`config.mk`:
```
export PLATFORM = sky130hd
export DESIGN_NAME = rock_hit_detector
export DESIGN_NICKNAME = d
export VERILOG_FILES = /design/src/rtl/rock_hit_detector.sv
export SDC_FILE = /design/constraint.sdc
export NUM_CORES = 1
export LEC_CHECK = 0
export CORE_ASPECT_RATIO = 0.5
export CORE_UTILIZATION = 51
export CTS_CLUSTER_SIZE = 12
export DETAILED_ROUTE_END_ITERATION = 7
export GPL_TIMING_DRIVEN = 0
export PLACE_DENSITY = 0.89
export SLEW_MARGIN = 10
export SYNTH_ARGS = -nofsm -noshare
export SYNTH_HDL_FRONTEND = slang
export SYNTH_SLANG_ARGS = --single-unit
```
`constraint.sdc`:
```
create_clock -name clk -period 3 [get_ports clk]
set_input_delay 0.75 -clock clk [delete_from_list [all_inputs] [get_ports clk]]
set_output_delay 0.75 -clock clk [all_outputs]
set_load 0.01 [all_outputs]
```
`src/rtl/rock_hit_detector.sv`:
```
// rock_hit_detector
//   Detects bullet/rock and plane/rock overlaps once per move tick and drives
//   the collision / planehit levels back into the rock motion block. A hit level
//   is held until the rock is seen to respawn (its y jumps back up) or until
//   HOLD_MAX cycles have passed. The block also keeps the score, the remaining
//   lives and the game-over flag.
//
//   Optional build macro INVULN_EN: after a plane hit, plane overlaps are
//   ignored for the next INVULN_TICKS move ticks. Bullet hits are still checked.
//
// Ports
//   clk           system clock
//   rst           asynchronous active-low reset (0 = reset)
//   move          frame move tick (same pulse as the rock motion block)
//   restart       one-cycle pulse, leaves the OVER state
//   rock_x/y      rock top-left position (11 bit)
//   plane_x/y     plane top-left position (11 bit)
//   bullet_x/y    bullet top-left position (11 bit)
//   bullet_valid  bullet on screen
//   collision     bullet-rock hit level
//   planehit      plane-rock hit level
//   bullet_kill   one-cycle pulse that retires the bullet
//   score         rocks destroyed, saturating
//   lives         remaining lives
//   game_over     high in the OVER state
module rock_hit_detector #(
  parameter int ROCK_W       = 32,
  parameter int ROCK_H       = 32,
  parameter int PLANE_W      = 32,
  parameter int PLANE_H      = 32,
  parameter int BULLET_W     = 4,
  parameter int BULLET_H     = 8,
  parameter int LIVES        = 3,
  parameter int SCORE_W      = 10,
  parameter int HOLD_MAX     = 1023,
  parameter int INVULN_TICKS = 64
) (
  input  logic               clk,
  input  logic               rst,
  input  logic               move,
  input  logic               restart,
  input  logic [10:0]        rock_x,
  input  logic [10:0]        rock_y,
  input  logic [10:0]        plane_x,
  input  logic [10:0]        plane_y,
  input  logic [10:0]        bullet_x,
  input  logic [10:0]        bullet_y,
  input  logic               bullet_valid,
  output logic               collision,
  output logic               planehit,
  output logic               bullet_kill,
  output logic [SCORE_W-1:0] score,
  output logic [3:0]         lives,
  output logic               game_over
);

  localparam int HCNT_W = $clog2(HOLD_MAX + 1);

  if (LIVES < 1 || LIVES > 15 || HOLD_MAX < 1 || INVULN_TICKS < 1) begin : g_param_check
    $error("rock_hit_detector: parameter out of range");
  end

  typedef enum logic [1:0] {ARM, EVAL, HOLD, OVER} state_t;

  // AABB test on 12-bit zero-extended operands so x+w never wraps.
  // Strict compares: boxes that only touch at an edge do not overlap.
  function automatic logic overlap(input logic [10:0] ax, input logic [10:0] ay,
                                   input logic [11:0] aw, input logic [11:0] ah,
                                   input logic [10:0] bx, input logic [10:0] by,
                                   input logic [11:0] bw, input logic [11:0] bh);
    logic [11:0] ax12, ay12, bx12, by12;
    ax12 = {1'b0, ax};
    ay12 = {1'b0, ay};
    bx12 = {1'b0, bx};
    by12 = {1'b0, by};
    return (ax12 < bx12 + bw) && (bx12 < ax12 + aw) &&
           (ay12 < by12 + bh) && (by12 < ay12 + ah);
  endfunction

  function automatic logic [SCORE_W-1:0] sat_inc(input logic [SCORE_W-1:0] v);
    return (v == {SCORE_W{1'b1}}) ? v : v + 1'b1;
  endfunction

  state_t               state_q, state_d;
  logic [10:0]          rock_x_p1, rock_y_p1, plane_x_p1, plane_y_p1;
  logic [10:0]          bullet_x_p1, bullet_y_p1;
  logic                 vld_p1;
  logic [10:0]          rock_x_d, rock_y_d, plane_x_d, plane_y_d;
  logic [10:0]          bullet_x_d, bullet_y_d;
  logic                 vld_d;
  logic [HCNT_W-1:0]    hold_cnt_q, hold_cnt_d;
  logic                 collision_d, planehit_d, bullet_kill_d, game_over_d;
  logic [SCORE_W-1:0]   score_d;
  logic [3:0]           lives_d;
  logic                 bullet_hit, plane_hit;
`ifdef INVULN_EN
  logic [$clog2(INVULN_TICKS+1)-1:0] inv_cnt_q, inv_cnt_d;
  logic                 inv_p1, inv_d;   // window state as seen at the move sample
`endif

  assign bullet_hit = vld_p1 &&
                      overlap(bullet_x_p1, bullet_y_p1, 12'(BULLET_W), 12'(BULLET_H),
                              rock_x_p1, rock_y_p1, 12'(ROCK_W), 12'(ROCK_H));
`ifdef INVULN_EN
  assign plane_hit  = !inv_p1 &&
                      overlap(plane_x_p1, plane_y_p1, 12'(PLANE_W), 12'(PLANE_H),
                              rock_x_p1, rock_y_p1, 12'(ROCK_W), 12'(ROCK_H));
`else
  assign plane_hit  = overlap(plane_x_p1, plane_y_p1, 12'(PLANE_W), 12'(PLANE_H),
                              rock_x_p1, rock_y_p1, 12'(ROCK_W), 12'(ROCK_H));
`endif

  always_comb begin
    state_d       = state_q;
    rock_x_d      = rock_x_p1;
    rock_y_d      = rock_y_p1;
    plane_x_d     = plane_x_p1;
    plane_y_d     = plane_y_p1;
    bullet_x_d    = bullet_x_p1;
    bullet_y_d    = bullet_y_p1;
    vld_d         = vld_p1;
    hold_cnt_d    = hold_cnt_q;
    collision_d   = collision;
    planehit_d    = planehit;
    bullet_kill_d = 1'b0;
    game_over_d   = game_over;
    score_d       = score;
    lives_d       = lives;
`ifdef INVULN_EN
    inv_d         = inv_p1;
    inv_cnt_d     = inv_cnt_q;
    // The window counts every move tick, whatever the state.
    if (move && inv_cnt_q != '0) inv_cnt_d = inv_cnt_q - 1'b1;
`endif

    case (state_q)
      ARM: begin
        if (move) begin
          rock_x_d   = rock_x;
          rock_y_d   = rock_y;
          plane_x_d  = plane_x;
          plane_y_d  = plane_y;
          bullet_x_d = bullet_x;
          bullet_y_d = bullet_y;
          vld_d      = bullet_valid;
`ifdef INVULN_EN
          inv_d      = (inv_cnt_q != '0);
`endif
          state_d    = EVAL;
        end
      end
      EVAL: begin
        // A bullet hit takes priority; the plane is spared on that tick.
        if (bullet_hit) begin
          collision_d   = 1'b1;
          bullet_kill_d = 1'b1;
          score_d       = sat_inc(score);
          state_d       = HOLD;
        end else if (plane_hit) begin
          planehit_d = 1'b1;
          lives_d    = lives - 4'd1;
`ifdef INVULN_EN
          inv_cnt_d  = ($bits(inv_cnt_q))'(INVULN_TICKS);
`endif
          if (lives == 4'd1) begin
            game_over_d = 1'b1;
            state_d     = OVER;
          end else begin
            state_d     = HOLD;
          end
        end else begin
          state_d = ARM;
        end
      end
      HOLD: begin
        // A live rock only moves down, so a smaller y means it respawned.
        if (rock_y < rock_y_p1 || hold_cnt_q == HCNT_W'(HOLD_MAX - 1)) begin
          collision_d = 1'b0;
          planehit_d  = 1'b0;
          hold_cnt_d  = '0;
          state_d     = ARM;
        end else begin
          hold_cnt_d  = hold_cnt_q + 1'b1;
        end
      end
      OVER: begin
        // planehit stays high here so the rock keeps respawning.
        if (restart) begin
          lives_d     = 4'(LIVES);
          score_d     = '0;
          planehit_d  = 1'b0;
          game_over_d = 1'b0;
`ifdef INVULN_EN
          inv_cnt_d   = '0;
`endif
          state_d     = ARM;
        end
      end
      default: state_d = ARM;
    endcase
  end

  always_ff @(posedge clk or negedge rst) begin
    if (!rst) begin
      state_q     <= ARM;
      rock_x_p1   <= '0;
      rock_y_p1   <= '0;
      plane_x_p1  <= '0;
      plane_y_p1  <= '0;
      bullet_x_p1 <= '0;
      bullet_y_p1 <= '0;
      vld_p1      <= 1'b0;
      hold_cnt_q  <= '0;
      collision   <= 1'b0;
      planehit    <= 1'b0;
      bullet_kill <= 1'b0;
      game_over   <= 1'b0;
      score       <= '0;
      lives       <= 4'(LIVES);
`ifdef INVULN_EN
      inv_p1      <= 1'b0;
      inv_cnt_q   <= '0;
`endif
    end else begin
      state_q     <= state_d;
      rock_x_p1   <= rock_x_d;
      rock_y_p1   <= rock_y_d;
      plane_x_p1  <= plane_x_d;
      plane_y_p1  <= plane_y_d;
      bullet_x_p1 <= bullet_x_d;
      bullet_y_p1 <= bullet_y_d;
      vld_p1      <= vld_d;
      hold_cnt_q  <= hold_cnt_d;
      collision   <= collision_d;
      planehit    <= planehit_d;
      bullet_kill <= bullet_kill_d;
      game_over   <= game_over_d;
      score       <= score_d;
      lives       <= lives_d;
`ifdef INVULN_EN
      inv_p1      <= inv_d;
      inv_cnt_q   <= inv_cnt_d;
`endif
    end
  end

endmodule

```
==> results.py <==
metrics = {
    "outcome": {
        "outcome": "complete, but fails checks",
        "violations": "max-capacitance violations, negative setup slack",
    },
    "critical_path": {
        "setup.worst_path.class": "flop to flop",
        "startpoint_type": "flop",
        "crit_required_ns": 3.29,
        "critPathBufInv": 1,
        "crit_path_frequent_cell": "or4_4",
        "reg2reg_from": "rock_y_p1[8]$_DFFE_PN0P_",
        "cp_max_fo": 5,
        "worstPathCellList": "nand3_4 -> nor3_4 -> xnor2_2 -> ha_4 -> buf_6 -> nand2_4 -> nor2_4 -> a2111oi_4 -> a21oi_2 -> or4_4 -> or4_4 -> o221a_1",
        "cp_top_family": "simple AND/OR/NAND/NOR gates",
        "r2r_cells": 12,
        "end_kind": "flop",
        "max_stage_delay_ns": 0.60,
        "crit_arrival_ns": 3.73,
        "r2r-end": "lives[1]$_DFFE_PN1P_",
        "setup.worst_path.start": "rock_y_p1[8]$_DFFE_PN0P_",
        "rrSetupSlack_ns": -0.44,
        "crit_path_top_delay_cell": "or4_4",
    },
    "synthesis": {
        "yosysMostFrequentCell": "ha_1",
        "ys_top_cells_by_area": "dfrtp_1, ha_1, mux2_2, o21ai_0, nand2_1",
        "netlist_top_cells_count": "ha_1, dfrtp_1, nand2_1",
        "synth-seq-cells": 97,
        "synthFlopType": "dfrtp_1",
        "yosysWarnings": 0,
        "synth.top_cell.area_share": 0.357,
        "synth_cell_types": 63,
        "synth_nets": 864,
        "synth_edf_count": 0,
        "synth.largest_area_cell": "dfrtp_1",
        "ys_async_sr_fraction": 1.00,
        "syn_area_um2": 6660,
        "synthCells": 694,
        "synth.avg_cell_area_um2": 9.59,
        "synth-seq-area-share": 0.365,
    },
    "placed_design": {
        "io_buffer_count": 88,
        "gp_congestion": 0.899,
        "dp_slack_ns": -0.701,
        "placed_cells": 953,
        "dp_hpwl_um": 13100,
        "dpl_cell_area_um2": 7810,
    },
    "routing": {
        "drtAntennaViolNets": 0,
        "wl_per_cell_um": 21.3,
        "first_iter_violations": 796,
        "totalWireLength_um": 21400,
        "drt_first_pass_iters": 8,
        "drcViolationCount": 0,
        "vias": 6501,
        "via_per_inst": 6.46,
    },
    "floorplanning": {
        "io_pins": 89,
        "rows": 29,
        "die_y_um": 82.8,
        "core_area_um2": 12700,
        "chipWidth_um": 164,
        "die_area_um2": 13500,
        "initial_core_util": 0.524,
    },
    "worst_hold_path": {
        "holdCritPathClass": "input port to async pin",
    },
    "sta": {
        "finClkSkew_ns": 0.00806,
        "post-route-period-util": 1.15,
        "hold_viol": 0,
        "setup_viol": 15,
        "setup_ws_ns": -0.435,
        "worstMarginPinSlew_ns": 1.47,
        "max_freq_ghz": 0.291,
        "slew_viol_final": 0,
        "rsz0062_at_grt": "yes",
        "fin_crit_ns": 3.44,
        "slew_headroom": 0.0185,
    },
    "clocking": {
        "clock_sinks": 97,
        "clock_latency_ns": 0.37,
        "h-tree-depth": 3,
        "clockRootBuffer": "clkbuf_16",
        "clkTransAtPathRegs_ns": 0.08,
        "cts_tree": "built",
        "cts_buffers": 9,
        "clk_path_buf_depth": 2,
    },
    "finish": {
        "fin_area_um2": 8770,
        "drive_above_1_share": 0.195,
        "syn_to_final_growth_pct": 31.7,
        "nets": 1001,
        "antenna_cells": 0,
        "instances_no_fill": 1006,
    },
    "power": {
        "power_switching_uw": 4030,
        "p_leak_uw": 0.00378,
        "pwr-share-clk": 0.127,
        "swShare": 0.455,
        "ir_worst_vdd_v": 0.000471,
        "p_int_uw": 4840,
        "power_uw": 8870,
        "power_density_nw_per_um2": 1010,
        "share_comb_of_total_power": 0.591,
        "p_seq_frac": 0.281,
    },
    "global_route": {
        "antenna_found_initial": 0,
        "grt_pass1_wl_um": 31100,
        "grt_max_degree": 53,
        "grt_pass1_vias": 6285,
        "gr-total-overflow": 0,
        "grt_usage": 0.293,
    },
    "job": {
        "cap_viol_max_count": 1,
    },
}
-- repair_timing --
item,4_1_cts,5_1_grt
gates resized for setup,38,39
hold buffers,0,0
endpoints found under the setup margin,30,25
buffers inserted,25,15
pin swaps,17,34
-- cells in the final DEF (no fill, tap or decap), types with 3 or more instances in the layout --
cell              n
a211o_1           4
a211oi_1          6
a21o_1            8
a21oi_1          22
a21oi_2           8
and3_1           10
and4_1            3
buf_4            33
buf_6             7
clkbuf_1         10
clkbuf_16         9
clkdlybuf4s50_1  87
dfrtp_1          83
dfrtp_2          12
ha_1             92
ha_4              6
inv_1            46
inv_2             3
mux2_2           40
nand2_1          71
nand2b_1          7
nand3_1          29
nand3_4           3
nand4_1           9
nor2_1           30
nor2b_1           3
nor3_1           10
nor4_1            5
o211ai_1          5
o21a_1            5
o21ai_0          56
o21ai_1           9
o22ai_1           3
or3_1             5
xnor2_1          11
xnor2_4           3
xor2_1           14
-- worst reg2reg max path, cell delays in order (launching register included) --
cell and delay (ns):
dfrtp_2 0.47, nand3_4 0.12, nor3_4 0.26, xnor2_2 0.18, ha_4 0.26, buf_6 0.13, nand2_4 0.06, nor2_4 0.04
a2111oi_4 0.30, a21oi_2 0.10, or4_4 0.59, or4_4 0.61, o221a_1 0.23
-- sequential cells by signal, indices dropped and copies added (netlist names) --
signal and flops:
plane_x_p1 11, planehit 1, plane_y_p1 11, lives 4, state_q 2, game_over 1
hold_cnt_q 10, vld_p1 1, score 10, bullet_y_p1 11, collision 1, bullet_kill 1
bullet_x_p1 11, rock_x_p1 11, rock_y_p1 11
-- power by group through the flow --
stage	Clock (uW)	Combinational [uW]	Sequential, uW
finish	1130	5240	2500
global route	1170	5660	2540
CTS	1120	4390	2430
detailed placement	0	3920	2450
global placement	0	3680	2420
floorplan	0	2770	2290
-- stage by stage --
stage	setup TNS (ns)	hold WS (ns)	util
2_1_floorplan	-0.0826	0.454	-
3_5_place_dp	-13.17	0.479	0.615
3_3_place_gp	-244.21	0.463	0.613
5_1_grt	-5.30	0.509	0.691
6_report	-3.61	0.446	0.691
4_1_cts	-0.479	0.477	0.664
-- cell families after synthesis --
family | Yosys count | share of synthesized area
adder cells (fa/ha/maj) | 99 | 0.186
XOR/XNOR | 30 | 0.0395
AO/OA/AOI/OAI | 154 | 0.146
AND/OR/NAND/NOR | 209 | 0.158
flip-flops | 97 | 0.365
buffers and inverters | 63 | 0.0357
multiplexers | 42 | 0.0706
-- final cells by class --
| class | count | area [um^2] |
|---|---|---|
| multi-input cells | 534 | 4380 |
| fillers | 817 | 3930 |
| flip-flops and latches | 97 | 2440 |
| repair buffers | 128 | 1220 |
| clock buffers | 9 | 225 |
| well taps | 170 | 213 |
| inverters | 49 | 184 |
| clock inverters | 7 | 52.6 |
| plain buffers | 12 | 48.8 |
-- layer usage --
layer,track usage,up-vias,share of wire,routed length [um]
met4,0.140,0,0.056,1200
met1,0.372,3128,0.39,8300
met5,0,-,0,0
met3,0.0604,143,0.097,2080
met2,0.478,444,0.46,9810
li1,-,2786,-,-
-- how the worst max path moves through the flow --
stage / slack (ns) / cells after the start / to
2_1_floorplan: -0.04 / 12 / lives[1]$_DFFE_PN1P_
3_3_place_gp: -2.80 / 1 / rock_y_p1[7]$_DFFE_PN0P_
3_5_place_dp: -0.70 / 9 / hold_cnt_q[8]$_DFFE_PN0P_
4_1_cts: -0.16 / 11 / lives[1]$_DFFE_PN1P_
5_1_grt: -0.52 / 15 / state_q[1]$_DFFE_PN0P_
6_report: -0.44 / 12 / lives[1]$_DFFE_PN1P_
Power figures use the tool's default switching activity.
